`config.mk`:
```
export PLATFORM = sky130hd
export DESIGN_NAME = mem_bridge_flat
export DESIGN_NICKNAME = d
export VERILOG_FILES = /design/src/rtl/mem_bridge_pkg.sv /design/src/rtl/mem_bridge_if.sv /design/src/rtl/mem_lane_align.sv /design/src/rtl/mem_bridge.sv /design/src/flat_wrapper.sv
export SDC_FILE = /design/constraint.sdc
export NUM_CORES = 1
export LEC_CHECK = 0
export ABC_AREA = 0
export CAP_MARGIN = 20
export CORE_ASPECT_RATIO = 0.75
export CORE_MARGIN = 4
export CORE_UTILIZATION = 43
export DETAILED_ROUTE_END_ITERATION = 16
export GPL_TIMING_DRIVEN = 0
export MAX_ROUTING_LAYER = met4
export PLACE_DENSITY = 0.81
export SLEW_MARGIN = 10
export SYNTH_ARGS = -nofsm -noshare
export SYNTH_HDL_FRONTEND = slang
export SYNTH_SLANG_ARGS = --single-unit
```
`constraint.sdc`:
```
create_clock -name i_clk -period 2.8 [get_ports i_clk]
set_input_delay 0.28 -clock i_clk [delete_from_list [all_inputs] [get_ports i_clk]]
set_output_delay 0.28 -clock i_clk [all_outputs]
set_load 0.02 [all_outputs]
```
`src/rtl/mem_bridge_pkg.sv`:
```
// rtl/mem_bridge_pkg.sv - shared widths, funct3 size codes and bridge state encoding
package mem_bridge_pkg;

    localparam int XLEN = 32;

    localparam logic [2:0] F3_B  = 3'b000;
    localparam logic [2:0] F3_H  = 3'b001;
    localparam logic [2:0] F3_W  = 3'b010;
    localparam logic [2:0] F3_BU = 3'b100;
    localparam logic [2:0] F3_HU = 3'b101;

    typedef enum logic [1:0] {
        ST_IDLE = 2'd0,
        ST_BUSY = 2'd1,
        ST_RESP = 2'd2
    } state_e;

endpackage

```
`src/rtl/mem_bridge_if.sv`:
```
// rtl/mem_bridge_if.sv - CPU instruction/data channels and external memory port of the bridge
interface mem_bridge_if;
    import mem_bridge_pkg::*;

    logic            i_inst_req;
    logic [XLEN-1:0] i_inst_addr;
    logic            o_inst_ack;
    logic [XLEN-1:0] o_inst_data;

    logic            i_data_req;
    logic [XLEN-1:0] i_data_addr;
    logic [XLEN-1:0] i_data_wdata;
    logic [2:0]      i_funct3;
    logic            i_read_write;
    logic            o_data_ack;
    logic [XLEN-1:0] o_data_rdata;

    logic            o_mem_req;
    logic            o_mem_we;
    logic [XLEN-1:0] o_mem_addr;
    logic [XLEN-1:0] o_mem_wdata;
    logic [3:0]      o_mem_wstrb;
    logic            i_mem_ack;
    logic [XLEN-1:0] i_mem_rdata;

    logic            o_bus_err;

    modport slave (
        input  i_inst_req, i_inst_addr,
        output o_inst_ack, o_inst_data,
        input  i_data_req, i_data_addr, i_data_wdata, i_funct3, i_read_write,
        output o_data_ack, o_data_rdata,
        output o_mem_req, o_mem_we, o_mem_addr, o_mem_wdata, o_mem_wstrb,
        input  i_mem_ack, i_mem_rdata,
        output o_bus_err
    );

    modport master (
        output i_inst_req, i_inst_addr,
        input  o_inst_ack, o_inst_data,
        output i_data_req, i_data_addr, i_data_wdata, i_funct3, i_read_write,
        input  o_data_ack, o_data_rdata,
        input  o_mem_req, o_mem_we, o_mem_addr, o_mem_wdata, o_mem_wstrb,
        output i_mem_ack, i_mem_rdata,
        input  o_bus_err
    );

endinterface

```
`src/rtl/mem_lane_align.sv`:
```
// rtl/mem_lane_align.sv - combinational store lane/strobe generation, load extract/extend, alignment check
module mem_lane_align
    import mem_bridge_pkg::*;
(
    input  logic [1:0]      addr_lo_i,
    input  logic [2:0]      funct3_i,
    input  logic            store_i,
    input  logic [XLEN-1:0] wdata_i,
    input  logic [XLEN-1:0] rdata_i,
    output logic [3:0]      wstrb_o,
    output logic [XLEN-1:0] wdata_o,
    output logic [XLEN-1:0] rdata_o,
    output logic            illegal_o
);

    logic [7:0]  sel_byte;
    logic [15:0] sel_half;

    always_comb begin
        sel_byte = rdata_i[{addr_lo_i, 3'b000} +: 8];
        sel_half = rdata_i[{addr_lo_i[1], 4'b0000} +: 16];

        // funct3[1:0] is the access size for both loads and stores
        case (funct3_i[1:0])
            2'b00: begin
                wstrb_o = 4'b0001 << addr_lo_i;
                wdata_o = {(XLEN/8){wdata_i[7:0]}};
            end
            2'b01: begin
                wstrb_o = 4'b0011 << {addr_lo_i[1], 1'b0};
                wdata_o = {(XLEN/16){wdata_i[15:0]}};
            end
            default: begin
                wstrb_o = 4'b1111;
                wdata_o = wdata_i;
            end
        endcase

        case (funct3_i)
            F3_B:    rdata_o = {{(XLEN-8){sel_byte[7]}}, sel_byte};
            F3_H:    rdata_o = {{(XLEN-16){sel_half[15]}}, sel_half};
            F3_BU:   rdata_o = {{(XLEN-8){1'b0}}, sel_byte};
            F3_HU:   rdata_o = {{(XLEN-16){1'b0}}, sel_half};
            default: rdata_o = rdata_i;
        endcase

        case (funct3_i)
            F3_B, F3_BU: illegal_o = 1'b0;
            F3_H, F3_HU: illegal_o = addr_lo_i[0];
            F3_W:        illegal_o = (addr_lo_i != 2'b00);
            default:     illegal_o = 1'b1;
        endcase
        if (store_i && funct3_i[2]) begin
            illegal_o = 1'b1;
        end
    end

endmodule

```
`src/rtl/mem_bridge.sv`:
```
// rtl/mem_bridge.sv - arbitrates CPU instruction/data requests onto one word-wide memory port
module mem_bridge
    import mem_bridge_pkg::*;
#(
    parameter int unsigned TIMEOUT_CYCLES = 255
) (
    input  logic        i_clk,
    input  logic        i_rst_n,
    mem_bridge_if.slave bus
);

    localparam logic [7:0] TIMEOUT_LIMIT = 8'(TIMEOUT_CYCLES);

    state_e          state_q, state_d;
    logic [7:0]      cnt_q, cnt_d, cnt_inc;
    logic [XLEN-1:0] addr_q, addr_d;
    logic [XLEN-1:0] wdata_q, wdata_d;
    logic [XLEN-1:0] rdata_q, rdata_d;
    logic [2:0]      f3_q, f3_d;
    logic [3:0]      strb_q, strb_d;
    logic            we_q, we_d;
    logic            owner_data_q, owner_data_d;
    logic            err_q, err_d;

    logic [1:0]      al_addr;
    logic [2:0]      al_f3;
    logic            al_store;
    logic [3:0]      al_strb;
    logic [XLEN-1:0] al_wdata;
    logic [XLEN-1:0] al_rdata;
    logic            al_illegal;

    // In IDLE the aligner sees the arbitration winner; afterwards the latched access
    always_comb begin
        al_addr  = addr_q[1:0];
        al_f3    = f3_q;
        al_store = we_q;
        if (state_q == ST_IDLE) begin
            if (bus.i_data_req) begin
                al_addr  = bus.i_data_addr[1:0];
                al_f3    = bus.i_funct3;
                al_store = bus.i_read_write;
            end else begin
                al_addr  = bus.i_inst_addr[1:0];
                al_f3    = F3_W;
                al_store = 1'b0;
            end
        end
    end

    mem_lane_align u_align (
        .addr_lo_i (al_addr),
        .funct3_i  (al_f3),
        .store_i   (al_store),
        .wdata_i   (bus.i_data_wdata),
        .rdata_i   (bus.i_mem_rdata),
        .wstrb_o   (al_strb),
        .wdata_o   (al_wdata),
        .rdata_o   (al_rdata),
        .illegal_o (al_illegal)
    );

    always_comb begin
        state_d      = state_q;
        cnt_d        = cnt_q;
        addr_d       = addr_q;
        wdata_d      = wdata_q;
        rdata_d      = rdata_q;
        f3_d         = f3_q;
        strb_d       = strb_q;
        we_d         = we_q;
        owner_data_d = owner_data_q;
        err_d        = err_q;
        cnt_inc      = cnt_q + 8'd1;

        case (state_q)
            ST_IDLE: begin
                if (bus.i_data_req || bus.i_inst_req) begin
                    owner_data_d = bus.i_data_req;
                    addr_d       = bus.i_data_req ? bus.i_data_addr : bus.i_inst_addr;
                    f3_d         = al_f3;
                    we_d         = al_store;
                    wdata_d      = al_wdata;
                    strb_d       = al_store ? al_strb : 4'b0000;
                    rdata_d      = '0;
                    cnt_d        = 8'd0;
                    err_d        = al_illegal;
                    state_d      = al_illegal ? ST_RESP : ST_BUSY;
                end
            end
            ST_BUSY: begin
                // A late ack on the final counted cycle still completes normally
                if (bus.i_mem_ack) begin
                    rdata_d = we_q ? '0 : al_rdata;
                    state_d = ST_RESP;
                end else if (cnt_inc == TIMEOUT_LIMIT) begin
                    err_d   = 1'b1;
                    rdata_d = '0;
                    state_d = ST_RESP;
                end else begin
                    cnt_d = cnt_inc;
                end
            end
            ST_RESP: state_d = ST_IDLE;
            default: state_d = ST_IDLE;
        endcase
    end

    always_ff @(posedge i_clk or negedge i_rst_n) begin
        if (!i_rst_n) begin
            state_q      <= ST_IDLE;
            cnt_q        <= 8'd0;
            addr_q       <= '0;
            wdata_q      <= '0;
            rdata_q      <= '0;
            f3_q         <= 3'b000;
            strb_q       <= 4'b0000;
            we_q         <= 1'b0;
            owner_data_q <= 1'b0;
            err_q        <= 1'b0;
        end else begin
            state_q      <= state_d;
            cnt_q        <= cnt_d;
            addr_q       <= addr_d;
            wdata_q      <= wdata_d;
            rdata_q      <= rdata_d;
            f3_q         <= f3_d;
            strb_q       <= strb_d;
            we_q         <= we_d;
            owner_data_q <= owner_data_d;
            err_q        <= err_d;
        end
    end

    logic resp, busy;
    assign resp = (state_q == ST_RESP);
    assign busy = (state_q == ST_BUSY);

    assign bus.o_inst_ack   = resp && !owner_data_q;
    assign bus.o_data_ack   = resp && owner_data_q;
    assign bus.o_inst_data  = (resp && !owner_data_q) ? rdata_q : '0;
    assign bus.o_data_rdata = (resp && owner_data_q) ? rdata_q : '0;
    assign bus.o_bus_err    = resp && err_q;

    assign bus.o_mem_req    = busy;
    assign bus.o_mem_we     = busy && we_q;
    assign bus.o_mem_addr   = {addr_q[XLEN-1:2], 2'b00};
    assign bus.o_mem_wdata  = wdata_q;
    assign bus.o_mem_wstrb  = busy ? strb_q : 4'b0000;

endmodule
```
`src/flat_wrapper.sv`:
```
// flat-port wrapper written by rule: the top's interface ports become plain ports
module mem_bridge_flat import mem_bridge_pkg::*;
#(
    parameter int unsigned TIMEOUT_CYCLES = 255
)
  (i_clk, i_rst_n, bus_i_inst_req, bus_i_inst_addr, bus_o_inst_ack, bus_o_inst_data, bus_i_data_req, bus_i_data_addr, bus_i_data_wdata, bus_i_funct3, bus_i_read_write, bus_o_data_ack, bus_o_data_rdata, bus_o_mem_req, bus_o_mem_we, bus_o_mem_addr, bus_o_mem_wdata, bus_o_mem_wstrb, bus_i_mem_ack, bus_i_mem_rdata, bus_o_bus_err);
  mem_bridge_if bus_i ();
  input  logic i_clk;
  input  logic i_rst_n;
  input wire logic [$bits(bus_i.i_inst_req)-1:0] bus_i_inst_req;
  input wire logic [$bits(bus_i.i_inst_addr)-1:0] bus_i_inst_addr;
  output wire logic [$bits(bus_i.o_inst_ack)-1:0] bus_o_inst_ack;
  output wire logic [$bits(bus_i.o_inst_data)-1:0] bus_o_inst_data;
  input wire logic [$bits(bus_i.i_data_req)-1:0] bus_i_data_req;
  input wire logic [$bits(bus_i.i_data_addr)-1:0] bus_i_data_addr;
  input wire logic [$bits(bus_i.i_data_wdata)-1:0] bus_i_data_wdata;
  input wire logic [$bits(bus_i.i_funct3)-1:0] bus_i_funct3;
  input wire logic [$bits(bus_i.i_read_write)-1:0] bus_i_read_write;
  output wire logic [$bits(bus_i.o_data_ack)-1:0] bus_o_data_ack;
  output wire logic [$bits(bus_i.o_data_rdata)-1:0] bus_o_data_rdata;
  output wire logic [$bits(bus_i.o_mem_req)-1:0] bus_o_mem_req;
  output wire logic [$bits(bus_i.o_mem_we)-1:0] bus_o_mem_we;
  output wire logic [$bits(bus_i.o_mem_addr)-1:0] bus_o_mem_addr;
  output wire logic [$bits(bus_i.o_mem_wdata)-1:0] bus_o_mem_wdata;
  output wire logic [$bits(bus_i.o_mem_wstrb)-1:0] bus_o_mem_wstrb;
  input wire logic [$bits(bus_i.i_mem_ack)-1:0] bus_i_mem_ack;
  input wire logic [$bits(bus_i.i_mem_rdata)-1:0] bus_i_mem_rdata;
  output wire logic [$bits(bus_i.o_bus_err)-1:0] bus_o_bus_err;
  assign bus_i.i_inst_req = bus_i_inst_req;
  assign bus_i.i_inst_addr = bus_i_inst_addr;
  assign bus_o_inst_ack = bus_i.o_inst_ack;
  assign bus_o_inst_data = bus_i.o_inst_data;
  assign bus_i.i_data_req = bus_i_data_req;
  assign bus_i.i_data_addr = bus_i_data_addr;
  assign bus_i.i_data_wdata = bus_i_data_wdata;
  assign bus_i.i_funct3 = bus_i_funct3;
  assign bus_i.i_read_write = bus_i_read_write;
  assign bus_o_data_ack = bus_i.o_data_ack;
  assign bus_o_data_rdata = bus_i.o_data_rdata;
  assign bus_o_mem_req = bus_i.o_mem_req;
  assign bus_o_mem_we = bus_i.o_mem_we;
  assign bus_o_mem_addr = bus_i.o_mem_addr;
  assign bus_o_mem_wdata = bus_i.o_mem_wdata;
  assign bus_o_mem_wstrb = bus_i.o_mem_wstrb;
  assign bus_i.i_mem_ack = bus_i_mem_ack;
  assign bus_i.i_mem_rdata = bus_i_mem_rdata;
  assign bus_o_bus_err = bus_i.o_bus_err;
  mem_bridge #(.TIMEOUT_CYCLES(TIMEOUT_CYCLES)) u_core (.i_clk(i_clk), .i_rst_n(i_rst_n), .bus(bus_i));
endmodule
```
# Word-level counts from Yosys, hierarchy flattened
# Cells that the tools add are included.
# totals
regBits	116
output_inout_bits	137
# op_classes
add_sub_neg	1
n_eq_ne	13
n_shift	4
mux	34
reduce_logical	19
# ops
op	count
32-bit 2-to-1 mux	7
32-bit case mux with 2 select lines	2
32-bit case mux with 4 select lines	1
32-bit by 6-bit variable part select with 16-bit output	1
32-bit by 6-bit variable part select with 8-bit output	1
8-bit 2-to-1 mux	3
8-bit case mux with 2 select lines	1
2-bit 2-to-1 mux	6
8-bit by 1-bit adder with 8-bit output, second input constant	1
8-bit equality test, second input constant	1
4-bit 2-to-1 mux	2
2-bit != test, second input constant	4
4-bit case mux with 2 select lines	1
4-bit AND reduction	2
3-bit equality test, second input constant	2
1-bit 2-to-1 mux	6
3-bit 2-to-1 mux	2
1-bit logical AND	5
2-bit by 1-bit equality test with 1-bit output, second input constant	2
2-bit zero test	2
2-bit case mux with 2 select lines	1
2-bit AND reduction	2
2-bit nonzero test	2
2-bit OR reduction	2
12 further kinds	12

# Depth between registers and ports, before layout
# logic_depth
depth_word	9
mapped_depth	9

# Cells and area by module
# A second synthesis with hierarchy kept.
# unflattened
cells_unflattened	764
area_unflattened_um2	7088.0
# modules_own_cells
mod	instances	cells_per_inst	area_per_inst_um2
mem_bridge	1	583	5677.9
mem_lane_align	1	181	1410.1

# Least setup slack after synthesis
# No wires, ideal clock.
# synth_path
path_type	reg2reg
start	register u_core.cnt_q[0]
end	register u_core.cnt_q[5]
setup_ns	0.124
t_arrival_ns	1.868
path_slack_ns	0.808
stages_incl_launch_ff	9
synth_period_minus_slack_ns	1.992
path_cell_list	dfrtp_1 inv_1 ha_1 and3_1 and4b_1 a31oi_1 o21ai_1 and2_1 a211o_1
# synth_between
elab_chain_cells	4
elab_cells_between_ends	7
classes_between	add/sub: 1; eq/ne: 2; mux: 3; reduce/logical: 1
# synth_rtl
item	line_no	rtl
from (decl)	mem_bridge.sv:15	logic [7:0] cnt_q, cnt_d, cnt_inc;
from (signal assigned)	mem_bridge.sv:123	cnt_q <= cnt_d;
8-bit by 1-bit adder with 8-bit output *	mem_bridge.sv:74	cnt_inc = cnt_q + 8'd1;
8-bit equality test or 8-bit 2-to-1 mux (tied branches)	mem_bridge.sv:96	end else if (cnt_inc == TIMEOUT_LIMIT) begin
2-bit != test (no source line) or 8-bit 2-to-1 mux (tied branches)	-	
4-bit AND reduction (no source line) or 8-bit case mux with 2 select lines (tied branches)	-	
# Every way passes the cells marked *; elsewhere a longest branch is shown, timed or not. The select of a mux whose other input is x is not followed.
# A chain may end at the register's enable or synchronous reset.

# Worst setup path after layout
# layout_path
start	register u_core.state_q[0]
end	output bus_o_data_rdata[7]
# layout_between
elab_chain_cells	3
# layout_rtl
item	line_no	rtl
from (decl)	mem_bridge.sv:14	state_e state_q, state_d;
from (signal assigned)	mem_bridge.sv:122	state_q <= state_d;
2-bit equality test	mem_bridge.sv:136	assign resp = (state_q == ST_RESP);
1-bit logical AND	mem_bridge.sv:142	assign bus.o_data_rdata = (resp && owner_data_q) ? rdata_q : '0;
32-bit 2-to-1 mux	mem_bridge.sv:142	
to (decl)	flat_wrapper.sv:20	output wire logic [$bits(bus_i.o_data_rdata)-1:0] bus_o_data_rdata;
# No other way between the ends.

==> results.rst <==
.. list-table::
   :header-rows: 1

   * - Metric
     - Value
   * - Total length of routed wires
     - 22.1 mm
   * - Number of distinct library cell variants in the gate-level netlist after synthesis
     - 63
   * - Power density over cell area
     - 1050 mW/mm^2
   * - Final weighted congestion in routability-driven placement
     - 0.882
   * - Final-layout worst hold slack
     - roughly 0.34 ns
   * - Total CTS buffers
     - 17
   * - Combinational family with the most area after synthesis
     - simple AND/OR/NAND/NOR gates
   * - Internal Pwr Total
     - 6420 uW
   * - Post-route DRC violation count
     - 0
   * - Synth Cell Area
     - 0.00645 sq mm
   * - RSZ-0062 raised after global routing
     - false
   * - # Max-Cap Violations
     - 0
   * - Die ar.
     - 0.0170 sq mm
   * - Required time of the critical path
     - 2.52 ns
   * - Kind of end point of the critical path
     - output pin
   * - Sum of overflow across all layers after global routing
     - 0
   * - Maximum clock skew at final layout
     - a little over 0.01 ns
   * - Result of the run
     - complete, no violations
   * - Mean post-synth cell area
     - 9.33 sq um
   * - Top-level I/O count
     - 274
   * - Pin count of the biggest net entering global routing
     - 80
   * - Library cell with the highest instance count after synthesis
     - sky130_fd_sc_hd__nand2_1
   * - Routed length per placed instance
     - 18.4 um
   * - Max transition margin
     - 48.0%
   * - Die width
     - 149 um
   * - Placed wire-length estimate
     - 17.0 mm
   * - First-pass GRT wire length
     - 33.9 mm
   * - Overall die height
     - 114 um
   * - Sw frac
     - about two fifths
   * - Sequential area share after synthesis
     - 45.0%
   * - Area share of the largest cell type after synthesis
     - between 40% and 50%
   * - Post-Synthesis Cells
     - 691
   * - Critical path startpoint category
     - flop
   * - Number of vias in the routed layout
     - 6268
   * - CTS tree
     - yes
   * - Clk pwr share
     - 22.4%
   * - Layout overhead on the synthesized area
     - 57.3%
   * - Proportion of layout cells with a drive suffix above 1
     - between 10% and 20%
   * - # clock sinks
     - about 120
   * - Initial standard-cell utilization of the core
     - 44.2%
   * - DRT antenna net count
     - 0
   * - Hold Violations, Final
     - 0
   * - Total number of nets in the final design
     - 1125
   * - Port Buffers
     - 271
   * - Mux contribution to synthesized area
     - 9.63%
   * - First-pass iteration count of the detailed router
     - 4
   * - WP data arrival
     - between 2 and 2.5 ns
   * - Initial antenna violation count
     - 0
   * - Adder-cell area share of the yosys netlist
     - 0.388%
   * - Sequential cell fraction of total power
     - 27.2%
   * - Worst-margin pin slew
     - 0.777 ns
   * - Max rail drop VDD
     - 789 uV
   * - Post-synthesis cell type with the largest combined area
     - sky130_fd_sc_hd__dfrtp_1
   * - Synth top area cells
     - sky130_fd_sc_hd__dfrtp_1 45%, sky130_fd_sc_hd__mux2i_1 9.0%, sky130_fd_sc_hd__nand2_1 7.6%, sky130_fd_sc_hd__and2_1 6.9%, sky130_fd_sc_hd__o21ai_0 5.6%
   * - Largest driver fanout on the critical path
     - 10
   * - Minimum clock period after layout
     - 2.69 ns
   * - Initial DRC Count
     - 358
   * - Post-CTS clock slew at the launch and capture registers of the worst setup and hold paths
     - 0.05 ns
   * - Most instantiated cells after synthesis
     - 130 x sky130_fd_sc_hd__nand2_1, 116 x sky130_fd_sc_hd__dfrtp_1, 72 x sky130_fd_sc_hd__o21ai_0, 71 x sky130_fd_sc_hd__and2_1, 58 x sky130_fd_sc_hd__mux2i_1
   * - Maximum clock insertion buffer count
     - 2
   * - Total routing resource utilization after global routing
     - 26.5%
   * - Core box area
     - 0.0146 sq mm
   * - Count of flip-flops with a built-in enable after synthesis
     - 0
   * - CTS HTree Levels
     - 4
   * - Highest clock frequency the design can meet
     - ~370 MHz
   * - Compound-Gate Fraction of Synth Area
     - 16.7%
   * - Clock root buffer master
     - sky130_fd_sc_hd__clkbuf_16
   * - Startpoint-to-endpoint class of the critical path
     - reg -> out
   * - Count of final setup violators
     - 0
   * - Net Sw Power
     - 4220 uW
   * - Area share of xor/xnor cells in the synthesized design
     - 0.272%
   * - FP Rows
     - 38
   * - Post-synthesis share of cell area spent on and, or, nand and nor gates
     - 20.7%
   * - Primary flip-flop cell chosen by synthesis mapping
     - sky130_fd_sc_hd__dfrtp_1
   * - Final Cycle Share
     - 96.2%
   * - Total of warnings raised by yosys
     - 0
   * - Leakage power summed over all cells
     - around 0.0045 uW
   * - Register bit total from synthesis
     - 116
   * - Path category of the worst min-delay check
     - in -> async
   * - Via count of the first global-routing pass
     - 6268
   * - # diodes
     - 0
   * - Async SR Flop Fraction
     - 100%
   * - Detail-routed via count per cell
     - roughly 5.2
   * - Share of total power in combinational logic
     - 50.4%
   * - Clock insertion delay at the later pin of the skew report
     - 0.41 ns
   * - Slew Limit Fails
     - 0
   * - Total power of the final layout
     - 10600 uW
==> cells by family after synthesis <==
| kind of cell | count (synthesis) |
|---|---|
| AO/OA/AOI/OAI | 158 |
| other | 1 |
| AND/OR/NAND/NOR | 270 |
| adder cells (fa/ha/maj) | 2 |
| flip-flops | 116 |
| XOR/XNOR | 2 |
| buffers and inverters | 81 |
| multiplexers | 61 |
==> area by class of cell <==
type	count	area, sq um
Inverter	7	26.3
Clock inverter	8	145
Buffer	74	449
Clock buffer	23	508
Multi-Input combinational cell	495	3090
Tap cell	200	250
Timing Repair Buffer	275	2770
Fill cell	1182	4460
Sequential cell	116	2900
==> cell usage in the layout, fill, tap and decap left out, types with 3 or more instances in the layout <==
cell                              synthesis  final
sky130_fd_sc_hd__clkbuf_8                 0      6
sky130_fd_sc_hd__buf_1                    6      5
sky130_fd_sc_hd__mux2i_1                 58     58
sky130_fd_sc_hd__buf_2                    8      8
sky130_fd_sc_hd__nor2_1                  29     29
sky130_fd_sc_hd__bufinv_16                0      4
sky130_fd_sc_hd__inv_1                    6      6
sky130_fd_sc_hd__a22o_1                   4      4
sky130_fd_sc_hd__nor3_1                   3      3
sky130_fd_sc_hd__a21oi_1                 13     13
sky130_fd_sc_hd__clkbuf_1                22     17
sky130_fd_sc_hd__clkdlybuf4s50_1          0    270
sky130_fd_sc_hd__clkbuf_2                 0      6
sky130_fd_sc_hd__o31ai_1                  3      3
sky130_fd_sc_hd__o21a_1                   3      3
sky130_fd_sc_hd__buf_6                    3      4
sky130_fd_sc_hd__and2_1                  71     71
sky130_fd_sc_hd__buf_4                   35     37
sky130_fd_sc_hd__a221o_1                 24     24
sky130_fd_sc_hd__o211ai_1                 8      8
sky130_fd_sc_hd__nor2b_1                  3      3
sky130_fd_sc_hd__clkbuf_16                0     17
sky130_fd_sc_hd__dfrtp_1                116    116
sky130_fd_sc_hd__nand2_1                130    130
sky130_fd_sc_hd__nand3b_1                 3      3
sky130_fd_sc_hd__nand3_1                  6      6
sky130_fd_sc_hd__a31oi_1                  9      9
sky130_fd_sc_hd__o21ai_0                 72     72
==> power by group through the flow <==
stage	sequential (uW)	combinational (uW)	clock [uW]
after global routing	3000	5790	2500
after CTS	2890	5360	2410
after detailed placement	2900	5310	0
after floorplan	3070	2910	0
after global placement	2880	5230	0
final	2900	5360	2380
==> metal layers <==
metal / up-vias / track usage (%) / part of all wire (%)
met1: 3001 / 33.6 / 42
li1: 2966 / - / -
met2: 277 / 41.6 / 47
met5: - / - / 0
met4: 0 / 7.32 / 1.4
met3: 24 / 8.14 / 9.6
==> metrics by stage <==
stage               setup WS, ns  TNS [ns]  utilization [%]  cell area (sq um)  cells
floorplan                  0.808         0                -               6450    692
global placement           -3.14   -367.71             64.5               9410   1163
detailed placement        -0.186     -5.74             64.7               9440   1164
CTS                       0.0207         0             69.3              10100   1196
global route              0.0166         0             69.5              10100   1198
finish                     0.106         0             69.5              10100   1198
==> registers in the layout, summed over array words and instances (netlist names) <==
| name | flops |
|---|---|
| u_core.f3_q | 3 |
| u_core.owner_data_q | 1 |
| u_core.we_q | 1 |
| u_core.strb_q | 4 |
| u_core.addr_q | 32 |
| u_core.err_q | 1 |
| u_core.state_q | 2 |
| u_core.bus.o_mem_wdata | 32 |
| u_core.cnt_q | 8 |
| u_core.rdata_q | 32 |
==> repair_timing <==
action                                  in CTS  in global routing
endpoints found under the hold margin       37                  0
setup buffers                                0                  2
hold buffers                                 1                  0
endpoints found under the setup margin      37                 48
gates resized for setup                      6                  5
==> path summary, 6_finish.rpt <==
check                                           from                         end  slack, ns  depth (start not counted)
max                                u_core.state_q[0]         bus_o_data_rdata[7]       0.11                          4
min                                          i_rst_n             u_core.cnt_q[5]       0.34                          2
max reg2reg                        u_core.state_q[0]           u_core.rdata_q[3]       0.32                          7
min reg2reg                u_core.bus.o_mem_wdata[9]   u_core.bus.o_mem_wdata[9]       0.48                          2
max in group asynchronous                    i_rst_n           u_core.addr_q[28]       1.72                          3
min in group i_clk              bus_i_data_wdata[23]  u_core.bus.o_mem_wdata[23]       0.44                          3
==> worst max-delay path: stages, from the launching register on <==
cell	delay [ns]
sky130_fd_sc_hd__dfrtp_1	0.50
sky130_fd_sc_hd__and3b_2	0.40
sky130_fd_sc_hd__clkbuf_2	0.24
sky130_fd_sc_hd__and2_1	0.17
sky130_fd_sc_hd__clkdlybuf4s50_1	0.70
No activity file was read; power rests on OpenSTA's default activity.
